[config.mk]
export PLATFORM = sky130hd
export DESIGN_NAME = serial_adder_ctrl
export DESIGN_NICKNAME = d
export VERILOG_FILES = /design/src/rtl/serial_adder_ctrl_pkg.sv /design/src/rtl/serial_fa_cell.sv /design/src/rtl/serial_ha.sv /design/src/rtl/serial_adder_ctrl.sv
export SDC_FILE = /design/constraint.sdc
export NUM_CORES = 1
export LEC_CHECK = 0
export CAP_MARGIN = 20
export CORE_MARGIN = 2
export CORE_UTILIZATION = 47
export DETAILED_ROUTE_END_ITERATION = 8
export PLACE_DENSITY = 0.75
export REMOVE_ABC_BUFFERS = 1
export SETUP_SLACK_MARGIN = 0.1
export SLEW_MARGIN = 5
export SYNTH_ARGS = -nofsm -noshare
export SYNTH_HDL_FRONTEND = slang
export SYNTH_SLANG_ARGS = --single-unit
[constraint.sdc]
create_clock -name clk -period 1.6 [get_ports clk]
set_input_delay 0.32 -clock clk [delete_from_list [all_inputs] [get_ports clk]]
set_output_delay 0.32 -clock clk [all_outputs]
set_load 0.1 [all_outputs]
[src/rtl/serial_adder_ctrl_pkg.sv]
// serial_adder_ctrl_pkg
//   Shared definitions for the bit-serial adder controller: FSM state type
//   and the legacy-compatible state encodings. Encoding 2'd3 is never
//   entered; the controller's default branch returns it to S_IDLE.
package serial_adder_ctrl_pkg;

  typedef logic [1:0] state_t;

  localparam state_t S_IDLE  = 2'd0;
  localparam state_t S_SHIFT = 2'd1;
  localparam state_t S_DONE  = 2'd2;

endpackage

[src/rtl/serial_fa_cell.sv]
// serial_fa_cell
//   Combinational 1-bit full adder made of two half adders plus an OR for
//   the carry. This is the single shared add cell the controller sequences.
//   Ports:
//     a, b : operand bits
//     ci   : carry in
//     s    : sum bit
//     co   : carry out
module serial_fa_cell (
  input  logic a,
  input  logic b,
  input  logic ci,
  output logic s,
  output logic co
);

  logic s1;
  logic c1;
  logic c2;

  serial_ha u_ha0 (
    .x (a),
    .y (b),
    .s (s1),
    .c (c1)
  );

  serial_ha u_ha1 (
    .x (s1),
    .y (ci),
    .s (s),
    .c (c2)
  );

  // The two partial carries are never both 1, so OR completes the full add.
  assign co = c1 | c2;

endmodule

[src/rtl/serial_ha.sv]
// serial_ha
//   Combinational 1-bit half adder, the building block of serial_fa_cell.
//   Ports:
//     x, y : addend bits
//     s    : sum bit   (x ^ y)
//     c    : carry bit (x & y)
module serial_ha (
  input  logic x,
  input  logic y,
  output logic s,
  output logic c
);

  assign s = x ^ y;
  assign c = x & y;

endmodule

[src/rtl/serial_adder_ctrl.sv]
// serial_adder_ctrl
//   Bit-serial WIDTH-bit adder controller. On an accepted start it latches
//   a, b and cin, then performs one full-add per clock (LSB first) through a
//   single serial_fa_cell. After WIDTH cycles it registers {cout,sum} and
//   pulses done for one cycle.
//   Ports:
//     clk    : rising-edge clock
//     rst_n  : asynchronous active-low reset
//     start  : request pulse, sampled only while ready=1
//     a, b   : operands, sampled with start
//     cin    : carry-in, sampled with start
//     ready  : can accept start (IDLE or DONE)
//     busy   : addition in progress (SHIFT)
//     done   : one-cycle pulse, sum/cout valid
//     sum    : result, held until the next operation completes
//     cout   : final carry, held with sum
module serial_adder_ctrl
  import serial_adder_ctrl_pkg::*;
#(
  parameter  int WIDTH = 8,
  localparam int CNT_W = $clog2(WIDTH)
) (
  input  logic             clk,
  input  logic             rst_n,
  input  logic             start,
  input  logic [WIDTH-1:0] a,
  input  logic [WIDTH-1:0] b,
  input  logic             cin,
  output logic             ready,
  output logic             busy,
  output logic             done,
  output logic [WIDTH-1:0] sum,
  output logic             cout
);

  localparam logic [CNT_W-1:0] LAST = CNT_W'(WIDTH - 1);

  state_t           state;
  logic [WIDTH-1:0] a_sh;
  logic [WIDTH-1:0] b_sh;
  logic [WIDTH-1:0] sum_sh;
  logic             carry;
  logic [CNT_W-1:0] cnt;

  logic             fa_s;
  logic             fa_c;

  serial_fa_cell u_fa (
    .a  (a_sh[0]),
    .b  (b_sh[0]),
    .ci (carry),
    .s  (fa_s),
    .co (fa_c)
  );

  assign ready = (state == S_IDLE) || (state == S_DONE);
  assign busy  = (state == S_SHIFT);
  assign done  = (state == S_DONE);

  always_ff @(posedge clk or negedge rst_n) begin
    if (!rst_n) begin
      state  <= S_IDLE;
      a_sh   <= '0;
      b_sh   <= '0;
      sum_sh <= '0;
      carry  <= 1'b0;
      cnt    <= '0;
      sum    <= '0;
      cout   <= 1'b0;
    end else begin
      case (state)
        S_IDLE, S_DONE: begin
          if (start) begin
            a_sh   <= a;
            b_sh   <= b;
            carry  <= cin;
            cnt    <= '0;
            sum_sh <= '0;
            state  <= S_SHIFT;
          end else begin
            state  <= S_IDLE;
          end
        end
        S_SHIFT: begin
          a_sh   <= a_sh >> 1;
          b_sh   <= b_sh >> 1;
          sum_sh <= {fa_s, sum_sh[WIDTH-1:1]};
          carry  <= fa_c;
          if (cnt == LAST) begin
            // Result is taken from the cell outputs directly so the final
            // bit lands in sum on the same edge as the move to DONE; the
            // counter parks at LAST rather than wrapping.
            sum   <= {fa_s, sum_sh[WIDTH-1:1]};
            cout  <= fa_c;
            state <= S_DONE;
          end else begin
            cnt   <= cnt + 1'b1;
          end
        end
        default: state <= S_IDLE;
      endcase
    end
  end

endmodule

Yosys cells after proc, flatten, opt, wreduce, memory -nomap -nowiden
Index checks and enable logic that the tools add are counted.
- register bits after elaboration: 39
- bits in latches: 0
- RAM bits: 0
- memory bits (read-only): 0
- input bits: 20
- word-level logic and storage cells: 41
- memories: 0
- add/subtract/negate cells: 1
- multiply operators: 0
- div/mod/pow operators: 0
- $lt $le $gt $ge: 0
- eq/ne operators: 6
- shift operators: 0
- multiplexer cells: 14
- bitwise logic cells: 5
- reduce and logical (&&, ||, !) cells: 7
- operator list (operator ; number):
    $pmux 8 s2 ; 3
    $mux 8 ; 3
    $mux 3 ; 2
    $pmux 3 s2 ; 1
    $ne 2x2->1 const B ; 2
    $pmux 2 s2 ; 1
    $reduce_and 2->1 ; 2
    $add 3x1->3 const B ; 1
    $eq 3x3->1 const B ; 1
    $reduce_and 3->1 ; 1
    $and 1x1->1 ; 2
    $eq 2x1->1 const B ; 1
    $eq 2x2->1 const B ; 1
    $logic_not 2->1 ; 1
    $mux 1 ; 2
    $mux 2 ; 1
    $ne 2x1->1 const B ; 1
    $pmux 1 s2 ; 1
    $reduce_bool 2->1 ; 1
    $reduce_or 2->1 ; 1
    $xor 1x1->1 ; 2
    $logic_or 1x1->1 ; 1
    $or 1x1->1 ; 1

Longest topological paths before layout
- depth in word-level cells: 4
- gate-level depth with buffers: 6
- gate-level depth less buffers: 5

Modules after synthesis
From an unflattened synthesis, not the netlist that was laid out.
- cells, all modules: 148
- area, all modules: 1828.0 µm²
- by module, submodules not included (module ; instances ; cells an instance ; area an instance (µm²) ; sequential area each (µm²)):
    serial_adder_ctrl ; 1 ; 145 ; 1796.7 ; 950.9
    serial_ha ; 2 ; 1 ; 12.5 ; 0.0
    serial_fa_cell ; 1 ; 1 ; 6.3 ; 0.0

Worst setup path after synthesis
No wires, ideal clock.
- path type: register to output
- start: reg state[1]
- end: out done
- arrival time: 1984 ps
- required time: 1280 ps
- path slack: -704 ps
- cell stages (with the launch flop): 4
- cells stage by stage: dfrtp_1 -> buf_6 -> buf_4 -> nor2b_1
- cells in the longest elaborated chain, start to end: 1
- ends and longest elaborated chain (item ; line ; source):
    start, declared ; serial_adder_ctrl.sv:38 ; state_t state;
    start signal, assigned ; serial_adder_ctrl.sv:62 ; state <= S_IDLE;
    start signal, assigned ; serial_adder_ctrl.sv:79 ; state <= S_SHIFT;
    start signal, assigned ; serial_adder_ctrl.sv:81 ; state <= S_IDLE;
    $eq 2x2->1 ; serial_adder_ctrl.sv:58 ; assign done = (state == S_DONE);
    end, declared ; serial_adder_ctrl.sv:31 ; output logic done,
No other way between the ends.

Worst setup path after layout
Ends and elaborated chain as after synthesis.

==> flow_metrics.py <==
metrics = {
    "run_status": {
        "outcome": "finished clean",
    },
    "die": {
        "die_w_um": 67.6,
        "rows": 23,
        "start_util_pct": 48.1,
        "die-area_um2": 4560,
        "num_io_pins": 32,
        "dieHeight_um": 67.6,
        "fp.coreArea_um2": 3940,
    },
    "synthesis": {
        "synth_top_family_by_area": "multiplexers",
        "synth_xor_area_share_pct": 0,
        "synthArstFlopShare_pct": 100,
        "synth-simple-area-share_pct": 9.49,
        "synth_edf_count": 0,
        "yosys-mux-area-fraction_pct": 18.7,
        "syn_area_um2": 1900,
        "yosys-top-cells-count": "dfrtp_1, mux2i_1, nor2b_1, a211oi_1, a21oi_1",
        "synth_adder_area_share_pct": 2.37,
        "yosysMostFrequentCell": "dfrtp_1",
        "synth_top_area_share_pct": 50.1,
        "yosysWarningCount": 0,
        "netlist_instances": 159,
        "postSynthAreaPerCell_um2": 11.9,
        "synth_compound_area_share_pct": 14.4,
        "synthDistinctLibCells": 26,
        "ys.flop_type": "dfrtp_1",
        "ys_seq_elements": 38,
        "synth_area_leader_cell": "dfrtp_1",
        "yosys-top-cells-area": "dfrtp_1, mux2i_1, mux2_4",
        "yosysSeqAreaShare_pct": 50.1,
    },
    "grt": {
        "track_usage_pct": 17.9,
        "grt_pass1_vias": 1252,
        "grt_pass1_wl_um": 5980,
        "antenna_found_initial": 0,
        "grt_max_degree": 25,
        "grt-ovfl-total": 0,
    },
    "drt": {
        "drt-total-wl_um": 3600,
        "drtPass1Iterations": 4,
        "drc_errors": 0,
        "vias": 1325,
        "wire_per_inst_um": 14.4,
        "drtIter0Drc": 36,
        "via_per_inst": 5.32,
        "ant_nets": 0,
    },
    "critical_path": {
        "arrival_ns": 1.14,
        "required_ns": 1.28,
        "endpoint_kind": "output pin",
        "startpoint_type": "flip-flop",
        "critPathKind": "flip-flop to output pin",
        "worstPathMaxFanout": 6,
    },
    "timing": {
        "tns_ns": 0,
        "rsz0062_at_grt": "false",
        "period_minus_slack_ns": 1.46,
        "slew_viol_final": 0,
        "holdWs_ns": 0.500,
        "max_freq_mhz": 686,
        "slew_headroom_pct": 70.0,
        "clock_skew_ns": 0.00642,
        "hold_viol": 0,
        "worstMarginPinSlew_ns": 0.450,
        "finalSetupViolCount": 0,
        "final.period_utilization_pct": 91.1,
    },
    "pwr": {
        "p_int_mw": 3.20,
        "power_density_nw_per_um2": 2280,
        "power_switching_mw": 2.57,
        "power_frac_comb_pct": 56.8,
        "leakagePower_nw": 1.09,
        "clkPwrFrac_pct": 11.7,
        "vdd_ir_drop_max_mv": 0.797,
        "swShare_pct": 44.6,
        "seqPwrFrac_pct": 31.5,
    },
    "clock_network": {
        "cts.path.max_buffers": 2,
        "clock-sinks": 38,
        "clock_latency_ns": 0.29,
        "clk_pin_slew_ns": 0.08,
        "cts_root_buffer": "clkbuf_8",
        "cts_max_level": 2,
        "numCtsBuffers": 5,
        "cts_tree": "yes",
    },
    "finish": {
        "fin_area_um2": 2530,
        "final_util_pct": 64.2,
        "fillers": 285,
        "syn2layout_area_growth_pct": 33.4,
        "layout-drive-gt1-share_pct": 25.6,
        "n_antenna_cell": 0,
        "nNetsFinal": 221,
    },
    "place": {
        "place_congestion": 0.792,
        "detailed_place.area_um2": 2380,
        "io_buffers": 31,
        "dpl.hpwl_um": 2650,
    },
    "worst_hold_path": {
        "hp-class": "input pin to asynchronous set/reset pin",
    },
    "run": {
        "maxCapViolations": 0,
    },
}
==> flip-flops by register name (all words and copies together), names as in the netlist <==
name / count
a_sh: 8
b_sh: 8
sum: 8
sum_sh: 7
cnt: 3
state: 2
carry: 1
cout: 1
==> layout by cell type (no fill, tap or decap), drive strengths merged, types with 2 or more instances in the layout <==
master,instances
dfrtp,38
buf,25
mux2i,22
clkdlybuf4s50,18
nor2b,16
a21oi,15
a211oi,14
mux2,9
o21ai,8
nand2,8
clkbuf,7
a22o,3
inv,3
nand3,2
ha,2
==> cell families after synthesis <==
group           Yosys count
buf+inv                  15
mux                      31
simple gates             29
compound gates           43
flops                    38
fa+ha+maj                 3
==> worst max-delay path, stage by stage (launching register included) <==
cell     delay [ns]
dfrtp_2        0.45
nor2b_2        0.21
buf_12         0.19
==> per-stage QoR <==
stage	cells	total power, mW	setup slack [ns]
after floorplan	147	3.88	-1.10
after global placement	237	4.87	0.0473
after detailed placement	237	5.02	-0.0319
after CTS	247	5.75	0.110
after global routing	249	6.10	0.101
final	249	5.77	0.143
==> power groups by stage <==
stage | clock network, mW | logic (mW) | registers, mW
after floorplan | 0 | 1.36 | 2.52
after global placement | 0 | 3.08 | 1.79
after detailed placement | 0 | 3.19 | 1.83
after CTS | 0.691 | 3.23 | 1.83
after global routing | 0.738 | 3.48 | 1.88
final | 0.675 | 3.27 | 1.82
==> final timing paths <==
| path | from | to | slack [ns] | depth (start not counted) |
|---|---|---|---|---|
| min reg2reg | sum_sh[1]$_DFFE_PN0P_ | sum_sh[1]$_DFFE_PN0P_ | 0.52 | 2 |
| max reg2reg | cnt[0]$_DFFE_PN0P_ | cnt[0]$_DFFE_PN0P_ | 0.17 | 5 |
| max in group asynchronous | rst_n | state[1]$_DFFE_PN0P_ | 0.62 | 3 |
| max | state[1]$_DFFE_PN0P_ | done | 0.14 | 2 |
| min in group clk | sum_sh[1]$_DFFE_PN0P_ | sum_sh[1]$_DFFE_PN0P_ | 0.52 | 2 |
| min | rst_n | sum_sh[3]$_DFFE_PN0P_ | 0.50 | 2 |
==> routing by layer <==
metal / share of wire (%) / GRT usage (%) / wire (um) / up-vias
met5: 0 / 0 / 0 / -
met4: 1.1 / 5.36 / 39 / 0
met3: 4.4 / 5.67 / 158 / 3
met2: 49 / 28.1 / 1770 / 30
met1: 45 / 23.7 / 1630 / 648
li1: - / - / - / 644
==> final cells by class <==
type | count | area, um2 | area share [%]
clock buffers | 7 | 86.3 | 3.41
clock inverters | 1 | 5.00 | 0.198
inverters | 3 | 11.3 | 0.445
multi-input cells | 106 | 875 | 34.6
flip-flops and latches | 38 | 953 | 37.7
well taps | 50 | 62.6 | 2.47
repair buffers | 44 | 538 | 21.3
==> repair_timing <==
action	in CTS	in global routing
hold buffers	1	0
setup endpoints to repair	6	6
gates resized for setup	7	2
hold endpoints to repair	18	0
pin swaps	0	0
buffers inserted	1	2
(Power assumes the default switching activity.)
